**src/rtl/seg_pkg.sv**
```systemverilog
// Shared seven-segment constants: a..g hex patterns (active-high) and bit positions
// of the 8-bit bus. The encoder and the capture decoder both use this table.
package seg_pkg;

    localparam int SEG_BIT_A  = 7;
    localparam int SEG_BIT_G  = 1;
    localparam int SEG_BIT_DP = 0;

    localparam logic [6:0] SEG_BLANK = 7'h00;

    // Indexed by hex value; entry 0 sits in the least significant slot.
    localparam logic [15:0][6:0] SEG_HEX = {
        7'h47, 7'h4F, 7'h3D, 7'h4E, 7'h1F, 7'h77, 7'h73, 7'h7F,
        7'h70, 7'h5F, 7'h5B, 7'h33, 7'h79, 7'h6D, 7'h30, 7'h7E
    };

endpackage

```
**src/rtl/seg_capture_if.sv**
```systemverilog
// Display-capture bus: sampled segment/select inputs, error clear, and the
// decoded per-digit register file with its update strobe.
interface seg_capture_if #(
    parameter int NDIG = 8
);
    localparam int IDXW = (NDIG > 1) ? $clog2(NDIG) : 1;

    logic [7:0]        i_seg;
    logic [NDIG-1:0]   i_an;
    logic              i_clr;
    logic [4*NDIG-1:0] o_digits;
    logic [NDIG-1:0]   o_valid;
    logic [NDIG-1:0]   o_dp;
    logic [NDIG-1:0]   o_err;
    logic              o_upd;
    logic [IDXW-1:0]   o_idx;

    modport master (
        output i_seg, i_an, i_clr,
        input  o_digits, o_valid, o_dp, o_err, o_upd, o_idx
    );

    modport slave (
        input  i_seg, i_an, i_clr,
        output o_digits, o_valid, o_dp, o_err, o_upd, o_idx
    );

endinterface

```
**src/rtl/seg_decode.sv**
```systemverilog
// Combinational a..g pattern to hex lookup; flags a match and the all-off blank.
module seg_decode
    import seg_pkg::*;
(
    input  logic [6:0] seg,
    output logic       hit,
    output logic       blank,
    output logic [3:0] value
);

    always_comb begin
        hit   = 1'b0;
        value = 4'h0;
        for (int v = 0; v < 16; v++) begin
            if (seg == SEG_HEX[v]) begin
                hit   = 1'b1;
                value = 4'(v);
            end
        end
        blank = (seg == SEG_BLANK);
    end

endmodule

```
**src/rtl/seg_capture.sv**
```systemverilog
// Samples a multiplexed active-low segment bus, waits for a stable one-hot
// (segment, select) pair, then decodes it into a per-digit register file.
module seg_capture
    import seg_pkg::*;
#(
    parameter int NDIG   = 8,
    parameter int STABLE = 4
) (
    input logic          clk,
    input logic          rst,
    seg_capture_if.slave bus
);

    localparam int IDXW = (NDIG > 1) ? $clog2(NDIG) : 1;
    localparam int RUNW = 4;
    localparam logic [RUNW-1:0] RUN_MAX = RUNW'(STABLE);

    logic [7:0]           seg_m, seg_s;
    logic [NDIG-1:0]      an_m, an_s;
    logic [RUNW-1:0]      run, run_nxt;
    logic                 acc, acc_nxt;
    logic                 one_hot, changed;
    logic [IDXW-1:0]      cur_idx;
    logic [6:0]           pat;
    logic                 hit, blank;
    logic [3:0]           value;
    logic [NDIG-1:0][3:0] digits;
    logic [NDIG-1:0]      valid, dp, err;
    logic                 upd;
    logic [IDXW-1:0]      idx;

    always_ff @(posedge clk or posedge rst) begin
        if (rst) begin
            seg_m <= '0;
            an_m  <= '0;
            seg_s <= '0;
            an_s  <= '0;
            run   <= '0;
            acc   <= 1'b0;
        end else begin
            seg_m <= bus.i_seg;
            an_m  <= bus.i_an;
            seg_s <= seg_m;
            an_s  <= an_m;
            run   <= run_nxt;
            acc   <= acc_nxt;
        end
    end

    // seg_m/an_m is the sample about to become S; compare it against current S.
    always_comb begin
        one_hot = (an_m != '0) && ((an_m & (an_m - NDIG'(1))) == '0);
        changed = (seg_m != seg_s) || (an_m != an_s);
        run_nxt = '0;
        if (one_hot) begin
            if (changed)
                run_nxt = RUNW'(1);
            else if (run < RUN_MAX)
                run_nxt = run + RUNW'(1);
            else
                run_nxt = run;
        end
        // 'changed' keeps STABLE=1 working when patterns swap back to back.
        acc_nxt = one_hot && (run_nxt == RUN_MAX) && (changed || (run != RUN_MAX));
    end

    always_comb begin
        cur_idx = '0;
        for (int i = 0; i < NDIG; i++)
            if (an_s[i]) cur_idx = IDXW'(i);
    end

    assign pat = ~seg_s[SEG_BIT_A:SEG_BIT_G];

    seg_decode u_decode (
        .seg   (pat),
        .hit   (hit),
        .blank (blank),
        .value (value)
    );

    // S still holds the accepted pattern on the edge after acc rises.
    always_ff @(posedge clk or posedge rst) begin
        if (rst) begin
            digits <= '0;
            valid  <= '0;
            dp     <= '0;
            err    <= '0;
            upd    <= 1'b0;
            idx    <= '0;
        end else begin
            upd <= acc;
            if (bus.i_clr)
                err <= '0;
            if (acc) begin
                idx <= cur_idx;
                if (hit) begin
                    digits[cur_idx] <= value;
                    valid[cur_idx]  <= 1'b1;
                    dp[cur_idx]     <= ~seg_s[SEG_BIT_DP];
                end else if (blank) begin
                    valid[cur_idx]  <= 1'b0;
                    dp[cur_idx]     <= ~seg_s[SEG_BIT_DP];
                end else begin
                    valid[cur_idx]  <= 1'b0;
                    err[cur_idx]    <= 1'b1;
                end
            end
        end
    end

    assign bus.o_digits = digits;
    assign bus.o_valid  = valid;
    assign bus.o_dp     = dp;
    assign bus.o_err    = err;
    assign bus.o_upd    = upd;
    assign bus.o_idx    = idx;

endmodule

```
**src/flat_wrapper.sv**
```systemverilog
// flat-port wrapper written by rule: the top's interface ports become plain ports
module seg_capture_flat import seg_pkg::*;
#(
    parameter int NDIG   = 8,
    parameter int STABLE = 4
)
  (clk, rst, bus_i_seg, bus_i_an, bus_i_clr, bus_o_digits, bus_o_valid, bus_o_dp, bus_o_err, bus_o_upd, bus_o_idx);
  seg_capture_if #(.NDIG(NDIG)) bus_i ();
  input logic clk;
  input logic rst;
  input wire logic [$bits(bus_i.i_seg)-1:0] bus_i_seg;
  input wire logic [$bits(bus_i.i_an)-1:0] bus_i_an;
  input wire logic [$bits(bus_i.i_clr)-1:0] bus_i_clr;
  output wire logic [$bits(bus_i.o_digits)-1:0] bus_o_digits;
  output wire logic [$bits(bus_i.o_valid)-1:0] bus_o_valid;
  output wire logic [$bits(bus_i.o_dp)-1:0] bus_o_dp;
  output wire logic [$bits(bus_i.o_err)-1:0] bus_o_err;
  output wire logic [$bits(bus_i.o_upd)-1:0] bus_o_upd;
  output wire logic [$bits(bus_i.o_idx)-1:0] bus_o_idx;
  assign bus_i.i_seg = bus_i_seg;
  assign bus_i.i_an = bus_i_an;
  assign bus_i.i_clr = bus_i_clr;
  assign bus_o_digits = bus_i.o_digits;
  assign bus_o_valid = bus_i.o_valid;
  assign bus_o_dp = bus_i.o_dp;
  assign bus_o_err = bus_i.o_err;
  assign bus_o_upd = bus_i.o_upd;
  assign bus_o_idx = bus_i.o_idx;
  seg_capture #(.NDIG(NDIG), .STABLE(STABLE)) u_core (.clk(clk), .rst(rst), .bus(bus_i));
endmodule
```
**config.mk**
```make
export PLATFORM = sky130hd
export DESIGN_NAME = seg_capture_flat
export DESIGN_NICKNAME = d
export VERILOG_FILES = /design/src/rtl/seg_pkg.sv /design/src/rtl/seg_capture_if.sv /design/src/rtl/seg_decode.sv /design/src/rtl/seg_capture.sv /design/src/flat_wrapper.sv
export SDC_FILE = /design/constraint.sdc
export NUM_CORES = 1
export LEC_CHECK = 0
export ABC_AREA = 1
export ABC_CLOCK_PERIOD_IN_PS = 6220
export CAP_MARGIN = 10
export CORE_MARGIN = 3
export CORE_UTILIZATION = 65
export CTS_CLUSTER_SIZE = 14
export DETAILED_ROUTE_END_ITERATION = 16
export DONT_BUFFER_PORTS = 1
export PLACE_DENSITY = 0.8
export SLEW_MARGIN = 20
export SYNTH_ARGS = -nofsm -noshare
export SYNTH_HDL_FRONTEND = slang
export SYNTH_SLANG_ARGS = --single-unit
export TNS_END_PERCENT = 30
```
**constraint.sdc**
```tcl
create_clock -name clk -period 6.22 [get_ports clk]
set_input_delay 0.622 -clock clk [delete_from_list [all_inputs] [get_ports clk]]
set_output_delay 0.622 -clock clk [all_outputs]
set_load 0.03 [all_outputs]
```
==> flow_metrics.tcl, run 1 <==
set metrics [dict create \
    status "finished, final reports clean" \
    synth-adder-area-share_pct 0.584 \
    worst_hold_slack_ns 0.0741 \
    synthMuxAreaShare_pct 0 \
    p_total_mw 1.17 \
    total_negative_slack_for_setup_checks_ns 0 \
    place_congestion 0.865 \
    drc_errors 0 \
    grt_antenna_before_repair 0 \
    ctsLongestPathBuffers 2 \
    detailroute.via_count 3113 \
    timing.critical_path.slowest_cell_delay_ns 0.65 \
    timing.critical_path.max_delay_family "simple AND/OR/NAND/NOR gates" \
    die_height_um 87.2 \
    routed_via_density 5.46 \
    synth_largest_area_cell "sky130_fd_sc_hd__dfrtp_1" \
    final-hold-violation-count 0 \
    worst_clock_skew_ns 0.0111 \
    vdd_ir_drop_max_v 0.000192 \
    synth_compound_area_share_pct 6.16 \
    data_required_time_at_the_worst_endpoint_ns 6.43 \
    count_of_hold_fix_buffers_inserted_at_cts 0 \
    ctsResizeCount 0 \
    ys.flop_type "sky130_fd_sc_hd__dfrtp_1" \
    fin_nets 511 \
    grt_pass1_vias 3108 \
    clockPowerShare_pct 38.7 \
    grt_remaining_overflow 0 \
    wirelength_mm 9.05 \
    insertion_delay_ns 0.36 \
    cts_post_setup_buffers_inserted 0 \
    start_kind "flop" \
    worstPathCellList "inv_2 > nand2_1 > nor2_1 > nand2_1 > o21ai_0 > nor4_2 > o21ai_0" \
    ctsHtreeMaxLevel 3 \
    grt_setup_unrepaired "no" \
    slew_violations 0 \
    fin_area_um2 4590 \
    highest_net_fanout_along_the_worst_path 8 \
    area_growth_syn_to_layout_pct 7.12 \
    syn_area_per_cell_um2 8.91 \
    root_buffer "sky130_fd_sc_hd__clkbuf_8" \
    clk_transition_reported_paths_ns 0.09 \
    synthArstFlopShare_pct 100 \
    timing.slew.headroom_pct 38.6 \
    port-buffer-count 0 \
    beginning_of_the_worst_register_to_register_path "u_core.seg_s[5]$_DFF_PP0_" \
    synth_nets 502 \
    p_leak_nw 2.46 \
    cts_buffers 9 \
    post-route-period-util_pct 31.5 \
    synth-xor-area-share_pct 2.04 \
    post-route-worst-setup-slack_ns 4.26 \
    synth_warnings 0 \
    post-dp-hpwl_mm 6.71 \
    postSynthCellCount 481 \
    seq_area_frac_synth_pct 56.6 \
    power.internal_mw 0.898 \
    placedInstanceArea_um2 4360 \
    hold_path_class "in2async" \
    share_comb_of_total_power_pct 5.3 \
    first_iter_violations 154 \
    max_clock_freq_mhz 510 \
    cts_tree "done" \
    die_area_um2 7600 \
    most_used_standard_cell_by_instance_count_after_synthesis "sky130_fd_sc_hd__nand2_1" \
    placeableCoreArea_um2 6170 \
    power_density_nw_per_um2 255 \
    postRouteAntennaNets 0 \
    pwr-share-seq_pct 56.0 \
    ff_latch_area_um2 2430 \
    setup_violations 0 \
    synth-simple-area-share_pct 28.7 \
    layout_cell_share_with_drive_strength_beyond_1_pct 13.3 \
    antenna_cells_inserted 0 \
    cp_slowest_cell "sky130_fd_sc_hd__nor4_2" \
    area_occupied_by_multi_input_gates_um2 1610 \
    routed_wire_length_per_instance_um 15.9 \
    worstSetupPathType "reg2reg" \
    tightest_slew_ns 0.920 \
    cp-end-kind "flop" \
    filler_cell_count 434 \
    synth_top_cells_by_area "sky130_fd_sc_hd__dfrtp_1, sky130_fd_sc_hd__nand2_1, sky130_fd_sc_hd__nor2_1" \
    worst_setup_path_startpoint "u_core.seg_s[5]$_DFF_PP0_" \
    synth_top_family_by_area "simple AND/OR/NAND/NOR gates" \
    syn_area_um2 4290 \
    ys_ff_latch 97 \
    ys_top_cells_by_count "sky130_fd_sc_hd__nand2_1, sky130_fd_sc_hd__dfrtp_1, sky130_fd_sc_hd__nor2_1, sky130_fd_sc_hd__inv_1, sky130_fd_sc_hd__o21ai_0" \
    clock_sink_count 97 \
    synth-edff-count 0 \
    netlist-cell-type-count 32 \
    grt.total_usage_pct 26.4 \
    switching_share_pct 23.3 \
    pin_count 79 \
    fp.dieW_um 87.2 \
    detailedPlace.worstSlack_ns 4.24 \
    detail_route.first_pass.iterations 4 \
    rows 28 \
    start_util_pct 69.5 \
    worstPathBufferInverterCount 1 \
    grt_first_pass_wirelength_mm 15.3 \
    netSwitchingPower_mw 0.272 \
    period_needed_ns 1.96 \
    max_cap_viol_count 0 \
    grt_max_degree 76 \
    arrival_time_reported_for_the_critical_path_endpoint_ns 2.17 \
    area_share_of_the_largest_cell_type_after_synthesis_pct 56.6 \
]
==> worst paths after layout <==
| kind | depth (start not counted) | slack [ns] | endpoint |
|---|---|---|---|
| max | 7 | 4.26 | u_core.bus.o_digits[29]$_DFFE_PP0P_ |
| min | 1 | 0.07 | u_core.seg_m[5]$_DFF_PP0_ |
| max reg2reg | 7 | 4.26 | u_core.bus.o_digits[29]$_DFFE_PP0P_ |
| min reg2reg | 0 | 0.40 | u_core.seg_s[5]$_DFF_PP0_ |
| max in group asynchronous | 2 | 4.93 | u_core.bus.o_digits[13]$_DFFE_PP0P_ |
| min in group clk | 0 | 0.28 | u_core.an_m[6]$_DFF_PP0_ |
==> layout make-up <==
type / count / area share, %
Tap cell: 75 / 2.04
Sequential cell: 97 / 52.9
Inverter: 60 / 4.96
Timing Repair Buffer: 1 / 0.164
Clock inverter: 6 / 1.96
Clock buffer: 10 / 3.00
Multi-Input combinational cell: 321 / 35.0
==> sequential cells by signal (all words and copies together) (netlist names), named ones only <==
signal / cells
u_core.seg_s: 8
u_core.bus.o_idx: 3
u_core.acc: 1
u_core.seg_m: 8
u_core.bus.o_err: 8
u_core.an_m: 8
u_core.bus.o_digits: 32
u_core.bus.o_upd: 1
u_core.run: 4
u_core.an_s: 8
u_core.bus.o_dp: 8
==> layout by cell type, fill, tap and decap left out, types with 3 or more instances in the layout <==
master	n
sky130_fd_sc_hd__nand2_1	146
sky130_fd_sc_hd__dfrtp_1	97
sky130_fd_sc_hd__nor2_1	50
sky130_fd_sc_hd__inv_1	48
sky130_fd_sc_hd__o21ai_0	26
sky130_fd_sc_hd__o21ai_1	17
sky130_fd_sc_hd__nand3_1	16
sky130_fd_sc_hd__inv_2	11
sky130_fd_sc_hd__clkbuf_8	10
sky130_fd_sc_hd__nand2_2	9
sky130_fd_sc_hd__nand2_4	9
sky130_fd_sc_hd__xnor2_1	8
sky130_fd_sc_hd__a21oi_1	7
sky130_fd_sc_hd__nor2_2	6
sky130_fd_sc_hd__nor3_1	3
sky130_fd_sc_hd__or2_2	3
==> logic make-up (layout without fill, tap and decap cells) <==
family | Yosys count | after routing
XOR/XNOR | 10 | 10
AO/OA/AOI/OAI | 52 | 52
AND/OR/NAND/NOR | 257 | 257
flip-flops | 97 | 97
adder cells (fa/ha/maj) | 2 | 2
buffers and inverters | 63 | 77
==> worst register-to-register path: cells and delay by family (launching register included) <==
family          cells  cell delay, ns
simple gates        4            0.91
flops               1            0.49
compound gates      2            0.31
buf+inv             1            0.10
==> metrics by stage <==
stage                     cells  util, %
after CTS                   570     74.5
final                       570     74.5
after global placement      554     70.8
after detailed placement    554     70.8
after floorplan             481        -
after global routing        570     74.5
==> power by group through the flow <==
stage | registers [mW] | logic, mW | clock network (mW)
after global placement | 0.666 | 0.0621 | 0
after CTS | 0.655 | 0.0632 | 0.460
after global routing | 0.657 | 0.0714 | 0.485
after floorplan | 0.663 | 0.0530 | 0
final | 0.655 | 0.0625 | 0.452
after detailed placement | 0.667 | 0.0629 | 0
==> routing by layer <==
metal,GRT usage (%),routed length [um],part of all wire (%)
met5,0,0,0
met4,7.95,118,1.3
met2,44.2,4560,50
met3,6.53,540,6.0
met1,34.1,3840,42
No activity file was read; power rests on OpenSTA's default activity.
==> run 2: changes to the inputs <==
--- a/config.mk
+++ b/config.mk
@@ -6,14 +6,14 @@
 export NUM_CORES = 1
 export LEC_CHECK = 0
 export ABC_AREA = 1
-export ABC_CLOCK_PERIOD_IN_PS = 6220
+export ABC_CLOCK_PERIOD_IN_PS = 1900
 export CAP_MARGIN = 10
 export CORE_MARGIN = 3
-export CORE_UTILIZATION = 65
+export CORE_UTILIZATION = 63
 export CTS_CLUSTER_SIZE = 14
 export DETAILED_ROUTE_END_ITERATION = 16
 export DONT_BUFFER_PORTS = 1
-export PLACE_DENSITY = 0.8
+export PLACE_DENSITY = 0.78
 export SLEW_MARGIN = 20
 export SYNTH_ARGS = -nofsm -noshare
 export SYNTH_HDL_FRONTEND = slang
==> constraint.sdc (replaced) <==
create_clock -name clk -period 1.9 [get_ports clk]
set_input_delay 0.19 -clock clk [delete_from_list [all_inputs] [get_ports clk]]
set_output_delay 0.19 -clock clk [all_outputs]
set_load 0.03 [all_outputs]
==> flow_metrics.tcl, run 2 (synthesis gave the netlist of run 1 again) <==
set metrics [dict create \
    status "finished, final reports clean" \
    placedInstanceArea_um2 4440 \
    post-route-period-util_pct 95.1 \
    slew_violations 0 \
    largest_register_ffs 32 \
    placeableCoreArea_um2 6460 \
    data_required_time_at_the_worst_endpoint_ns 2.13 \
    routed_via_density 5.23 \
    pin_count 79 \
    clk_transition_reported_paths_ns 0.10 \
    grt_max_degree 52 \
    max_clock_freq_mhz 554 \
    clock_sink_count 97 \
    cts_tree "done" \
    grt_pass1_vias 3062 \
    wirelength_mm 9.03 \
    worst_clock_skew_ns 0.0164 \
    worstPathCellList "nor2_2 > nand2_2 > nor2_2 > nor2_4 > nand2_2 > nor2_8 > nand2_8 > nand2_8 > nand2_1 > o21ai_0" \
    area_growth_syn_to_layout_pct 17.9 \
    fin_nets 545 \
    worstSetupPathType "reg2reg" \
    final-hold-violation-count 0 \
    first_iter_violations 108 \
    start_util_pct 66.4 \
    arrival_time_reported_for_the_critical_path_endpoint_ns 2.04 \
    antenna_cells_inserted 0 \
    grt_remaining_overflow 0 \
    cts_buffers 9 \
    fin_area_um2 5050 \
    tightest_slew_ns 0.559 \
    grt_setup_unrepaired "yes" \
    period_needed_ns 1.81 \
    place_congestion 0.940 \
    insertion_delay_ns 0.37 \
    detail_route.first_pass.iterations 4 \
    layout_cell_share_with_drive_strength_beyond_1_pct 19.8 \
    rows 29 \
    vdd_ir_drop_max_v 0.000569 \
    fp.dieW_um 88.5 \
    routed_wire_length_per_instance_um 14.9 \
    grt_antenna_before_repair 0 \
    ctsHtreeMaxLevel 3 \
    die_height_um 88.5 \
    hold_path_class "in2reg" \
    root_buffer "sky130_fd_sc_hd__clkbuf_8" \
    die_area_um2 7830 \
    start_kind "flop" \
    highest_net_fanout_along_the_worst_path 9 \
    port-buffer-count 0 \
    filler_cell_count 412 \
    timing.critical_path.slowest_cell_delay_ns 0.46 \
    postRouteAntennaNets 0 \
    dpl.cell_count 564 \
    timing.slew.headroom_pct 62.6 \
    drc_errors 0 \
    mostFrequentLayoutCell "sky130_fd_sc_hd__nand2_1" \
    grt_first_pass_wirelength_mm 14.4 \
    mostFrequentLayoutCells "sky130_fd_sc_hd__nand2_1, sky130_fd_sc_hd__dfrtp_1, sky130_fd_sc_hd__inv_1" \
    cp_slowest_cell "sky130_fd_sc_hd__dfrtp_2" \
    grt.total_usage_pct 23.9 \
    detailroute.via_count 3172 \
    setup_violations 0 \
    max_cap_viol_count 0 \
    layout.cells.non_filler 606 \
    ctsLongestPathBuffers 2 \
    p_leak_nw 2.51 \
    power_density_nw_per_um2 730 \
    post-dp-hpwl_mm 6.17 \
    cp-end-kind "flop" \
]
## run 2: power breakdown
part,leakage (nW),internal (mW),total [mW],switching [mW]
Sequential,1.28,2.10,2.15,0.0486
Clock,0.0936,0.501,1.25,0.752
Combinational,1.14,0.108,0.286,0.179
Total,2.51,2.71,3.69,0.979
## run 2: metrics by stage
| step | utilization, % | worst slack (ns) | hold WS [ns] | TNS, ns | total power, mW |
|---|---|---|---|---|---|
| final | 78.2 | 0.0937 | 0.123 | 0 | 3.69 |
| after global routing | 78.2 | -0.0616 | 0.143 | -0.320 | 3.85 |
| after CTS | 74.4 | 0.0641 | 0.122 | 0 | 3.67 |
| after detailed placement | 68.7 | 0.00155 | 0.0913 | 0 | 2.40 |
| after global placement | 68.7 | 0.0954 | 0.0917 | 0 | 2.39 |
| after floorplan | - | 0.325 | 0.221 | 0 | 2.35 |
## run 2: final timing paths
kind	start	end	slack, ns	depth (start not counted)
setup / recovery	u_core.seg_s[7]$_DFF_PP0_	u_core.bus.o_digits[18]$_DFFE_PP0P_	0.09	10
hold / removal	bus_i_clr	u_core.bus.o_err[7]$_DFF_PP0_	0.12	3
setup reg to reg	u_core.seg_s[7]$_DFF_PP0_	u_core.bus.o_digits[18]$_DFFE_PP0P_	0.09	10
hold reg to reg	u_core.seg_m[5]$_DFF_PP0_	u_core.seg_s[5]$_DFF_PP0_	0.40	0
max in group asynchronous	rst	u_core.seg_s[2]$_DFF_PP0_	0.89	3
min in group asynchronous	rst	u_core.bus.o_digits[13]$_DFFE_PP0P_	0.30	2
## run 2: area by class of cell
type | count | area [um^2] | area share, %
Sequential cell | 97 | 2430 | 48.2
Clock inverter | 7 | 61.3 | 1.21
Inverter | 60 | 229 | 4.53
Timing Repair Buffer | 33 | 332 | 6.56
Multi-Input combinational cell | 323 | 1780 | 35.2
Tap cell | 77 | 96.3 | 1.91
Clock buffer | 9 | 124 | 2.45
## run 2: layer usage
metal / part of all wire (%) / GRT usage (%)
met1: 42 / 30.0
met2: 50 / 40.1
met3: 6.4 / 5.87
met4: 2.3 / 9.48
met5: 0 / 0
## run 2: critical path, delay by kind of cell, from the launching register on
kind	cells	cell delay, ns
AND/OR/NAND/NOR	9	1.10
flip-flops	1	0.46
AO/OA/AOI/OAI	1	0.10
## run 2: what timing repair did
action                                  in CTS  in global routing
gates cloned                                 1                  1
gates resized for setup                      0                 38
hold buffers                                17                  0
setup buffers                                0                  7
pin swaps                                    1                  7
endpoints found under the setup margin       1                 31
endpoints found under the hold margin       34                  0
==> RTL change 1, RTL diff (config.mk and constraints of run 2) <==
`NDIG` is set to 8 in 3 places; all go to 16.
--- a/src/rtl/seg_capture_if.sv
+++ b/src/rtl/seg_capture_if.sv
@@ -2,5 +2,5 @@
 // decoded per-digit register file with its update strobe.
 interface seg_capture_if #(
-    parameter int NDIG = 8
+    parameter int NDIG = 16
 );
     localparam int IDXW = (NDIG > 1) ? $clog2(NDIG) : 1;
--- a/src/rtl/seg_capture.sv
+++ b/src/rtl/seg_capture.sv
@@ -4,5 +4,5 @@
     import seg_pkg::*;
 #(
-    parameter int NDIG   = 8,
+    parameter int NDIG   = 16,
     parameter int STABLE = 4
 ) (
--- a/src/flat_wrapper.sv
+++ b/src/flat_wrapper.sv
@@ -2,5 +2,5 @@
 module seg_capture_flat import seg_pkg::*;
 #(
-    parameter int NDIG   = 8,
+    parameter int NDIG   = 16,
     parameter int STABLE = 4
 )
Ports: changed (6 resized); port bits go from 79 to 144. The function was not compared with the original's and may differ.
==> RTL change 1 against run 2 <==
- the run now ends with setup timing left
- final area grew 89%
- routed wire length is 140% higher
- die area grew 65%
- count of clock-buffer cells in the layout up 8
- area after synthesis is 70% higher
- sequential cell count increased by 73
- setup slack worse by 0.39 ns
- power up 130%
- critical path type unchanged
- largest power group is now clock
==> RTL change 1: results (changes against run 2) <==
stage	metric	value	unit	change
cts	ctsHoldBuffers	25		was 17
routing	wirelength	21730	um	was 9025 um
pwr	seqPwrFrac	45.0	%	was 58.2%
logic_synthesis	synth_cell_types	42		was 32
pwr	net-switching-power	0.001929	W	was 0.0009795 W
sta	setup_slack	-0.2944	ns	was 0.09375 ns
outcome	status	complete, but fails checks		was completed
setup_path	cp_slowest_cell	dfrtp_1		was dfrtp_2
sta	slew-limit-headroom	52.29	%	was 62.61%
final_layout	largest_reg_flops	64		was 32
pwr	p_leak	4.498	nW	was 2.507 nW
cts	cts_inserted_buffers	17		was 9
global_routing	first_global_vias	6252		was 3062
pwr	total_power	0.008312	W	was 0.003687 W
placed_design	hpwl	12830	um	was 6171 um
setup_path	crit_arrival	2.52	ns	was 2.04 ns
global_routing	grt_start_max_net_pins	139		was 52
cts	clkLatencyLatePin	0.44	ns	was 0.37 ns
placed_design	placed_cells	971		was 564
final_layout	final_nets	933		was 545
sta	final.setup_skew	0.01249	ns	was 0.01644 ns
placed_design	gp_congestion	0.9423		was 0.9403
global_routing	antenna_found_initial	1		was 0
setup_path	setup.worst_path.start	u_core.seg_s[2]		was u_core.seg_s[7]
final_layout	drive_gt1_share	28.24	%	was 19.85%
logic_synthesis	synth-compound-area-share	8.690	%	was 6.161%
logic_synthesis	syn_inst	777		was 481
global_routing	grt_pass1_wl	32380	um	was 14390 um
outcome	violations	setup timing		
sta	setup_viol_count_final	117		was 0
logic_synthesis	syn-num-nets	806		was 502
RTL change 1: cell count changes in the layout (fill, tap and decap cells not counted), moves of 12 or more:
cell       delta
clkbuf_16    +18
xnor2_1      +13
o21ai_0      +14
nand3_2      +14
dfrtp_1      +75
buf_4        +67
inv_1        +18
o21bai_1     +15
nand4_1      +30
nand2_1      +29
nand2_2      +12
RTL change 1: final cells by class:
cell class                      instances  area, um2
Sequential cell                       170       4259
Multi-Input combinational cell        510       2963
Fill cell                             534       1549
Timing Repair Buffer                  123       1124
Clock buffer                           17      425.4
Inverter                               80      322.8
Clock inverter                         15      246.5
Tap cell                              140      175.2
Timing Repair inverter                  2      13.76
RTL change 1: per-layer routing:
layer	global-route usage, %	wire length (um)	vias up
met5	0	13	-
met4	15.54	903	2
met3	10.24	2044	86
met2	54.57	10930	351
met1	37.60	7831	3044
li1	-	-	2785
==> RTL change 2, RTL diff (flow settings as in run 2) <==
Without the edit above. Reset style: synchronous (`rst`), changed in 2 clocked blocks.
--- a/src/rtl/seg_capture.sv
+++ b/src/rtl/seg_capture.sv
@@ -30,5 +30,5 @@
     logic [IDXW-1:0]      idx;
 
-    always_ff @(posedge clk or posedge rst) begin
+    always_ff @(posedge clk) begin
         if (rst) begin
             seg_m <= '0;
@@ -81,5 +81,5 @@
 
     // S still holds the accepted pattern on the edge after acc rises.
-    always_ff @(posedge clk or posedge rst) begin
+    always_ff @(posedge clk) begin
         if (rst) begin
             digits <= '0;
Check against the original RTL: differs if rst is asserted again (counterexample within 10 cycles, from zero or initial values and one cycle with rst high); with rst held inactive, the same outputs for 10 cycles.
==> RTL change 2 against run 2 <==
- setup slack improved by 0.029 ns
- routed wire length up 5.4%
- via count up 12%
- die area is 2.2% lower
- sequential cell count unchanged
- maximum frequency increased by 1.7%
- area after synthesis fell by 2.3%
- sequential power fell by 2%
- power fell by 0.20%
- final area is 6.5% lower
==> RTL change 2: results (changes against run 2) <==
stage	metric	value	unit	change
outcome	status	completed		unchanged
routing	viasPerCell	5.092		was 5.234
final_layout	final_nets	635		was 545
pwr	ir_drop	0.5667	mV	was 0.5690 mV
global_routing	grt_usage	25.37	%	was 23.94%
logic_synthesis	async_flop_share	0	%	was 100.0%
final_layout	fill_cells	510		was 412
pwr	internal_power	0.002689	W	was 0.002707 W
setup_path	cp_slowest_stage_delay	0.36	ns	was 0.46 ns
setup_path	crit_arrival	2.06	ns	was 2.04 ns
placed_design	hpwl	6698	um	was 6171 um
logic_synthesis	synth.avg_cell_area	7.167	um2	was 8.909 um2
global_routing	first_global_vias	3317		was 3062
setup_path	critPathMaxFanout	14		was 9
pwr	seq-power	0.00210	W	was 0.00215 W
sta	worstMarginPinSlew	0.3813	ns	was 0.5587 ns
final_layout	multiInputGateArea	1857	um2	was 1777 um2
logic_synthesis	synth_commonest_cells	nand2_1, nor2_1, dfxtp_1, inv_1, a21oi_1		was nand2_1, dfrtp_1, nor2_1, inv_1, o21ai_0
routing	wirelength	9511	um	was 9025 um
global_routing	grt_pass1_wl	15270	um	was 14390 um
setup_path	cp_slowest_cell	dfxtp_2		was dfrtp_2
logic_synthesis	syn-num-nets	605		was 502
logic_synthesis	ys_top_cells_by_area	dfxtp_1, nand2_1, nor2_1		was dfrtp_1, nand2_1, nor2_1
global_routing	grt_start_max_net_pins	67		was 52
placed_design	placed_cells	662		was 564
sta	final.setup_skew	0.01311	ns	was 0.01644 ns
logic_synthesis	ys_seq_area_share	46.40	%	was 56.64%
pwr	p_leak	2.133	nW	was 2.507 nW
final_layout	drive_gt1_share	10.99	%	was 19.85%
placed_design	gp_congestion	0.8816		was 0.9403
pwr	seqPwrFrac	57.1	%	was 58.2%
[RTL change 2: changes by cell type after synthesis, moves of 14 or more]
| cell | delta |
|---|---|
| nor2_1 | +70 |
| o21ai_0 | -14 |
| o21ai_1 | -17 |
| inv_1 | +33 |
| dfrtp_1 | -97 |
| a21oi_1 | +38 |
| dfxtp_1 | +97 |
| nand2_1 | -19 |
[RTL change 2: logic make-up (layout without fill, tap and decap cells)]
family          after synthesis  after routing  synth area share (%)
simple gates                305            305                 31.63
buf+inv                      99            134                 9.686
flops                        97             97                 46.40
compound gates               64             64                 8.132
xor+xnor                     17             17                 3.558
fa+ha+maj                     2              2                0.5978
[RTL change 2: final timing paths]
path              startpoint                      end  slack (ns)  cells after the start
max reg2reg  u_core.seg_s[5]  u_core.bus.o_digits[18]        0.12                     11
min reg2reg  u_core.seg_m[6]          u_core.seg_s[6]        0.43                      2
max          u_core.seg_s[5]  u_core.bus.o_digits[18]        0.12                     11
min                bus_i_clr      u_core.bus.o_err[0]         0.1                      3
[RTL change 2: area by class of cell]
| cell class | count | share of cell area, % |
|---|---|---|
| clock buffers | 10 | 2.701 |
| repair buffers | 33 | 6.833 |
| well taps | 77 | 2.039 |
| multi-input cells | 388 | 39.30 |
| flip-flops and latches | 97 | 41.29 |
| inverters | 85 | 6.753 |
| clock inverters | 6 | 1.086 |
[RTL change 2: per-layer routing]
metal	part of all wire [%]	track usage (%)
met3	7.0	6.623
met2	49	43.15
met5	0	0
met1	42	30.66
met4	1.8	9.763
[RTL change 2: repair_timing]
action / in CTS / in global routing
setup endpoints to repair: 0 / 49
endpoints found under the hold margin: 66 / 0
setup buffers: 0 / 0
resized for setup: 0 / 14
hold buffers: 18 / 0
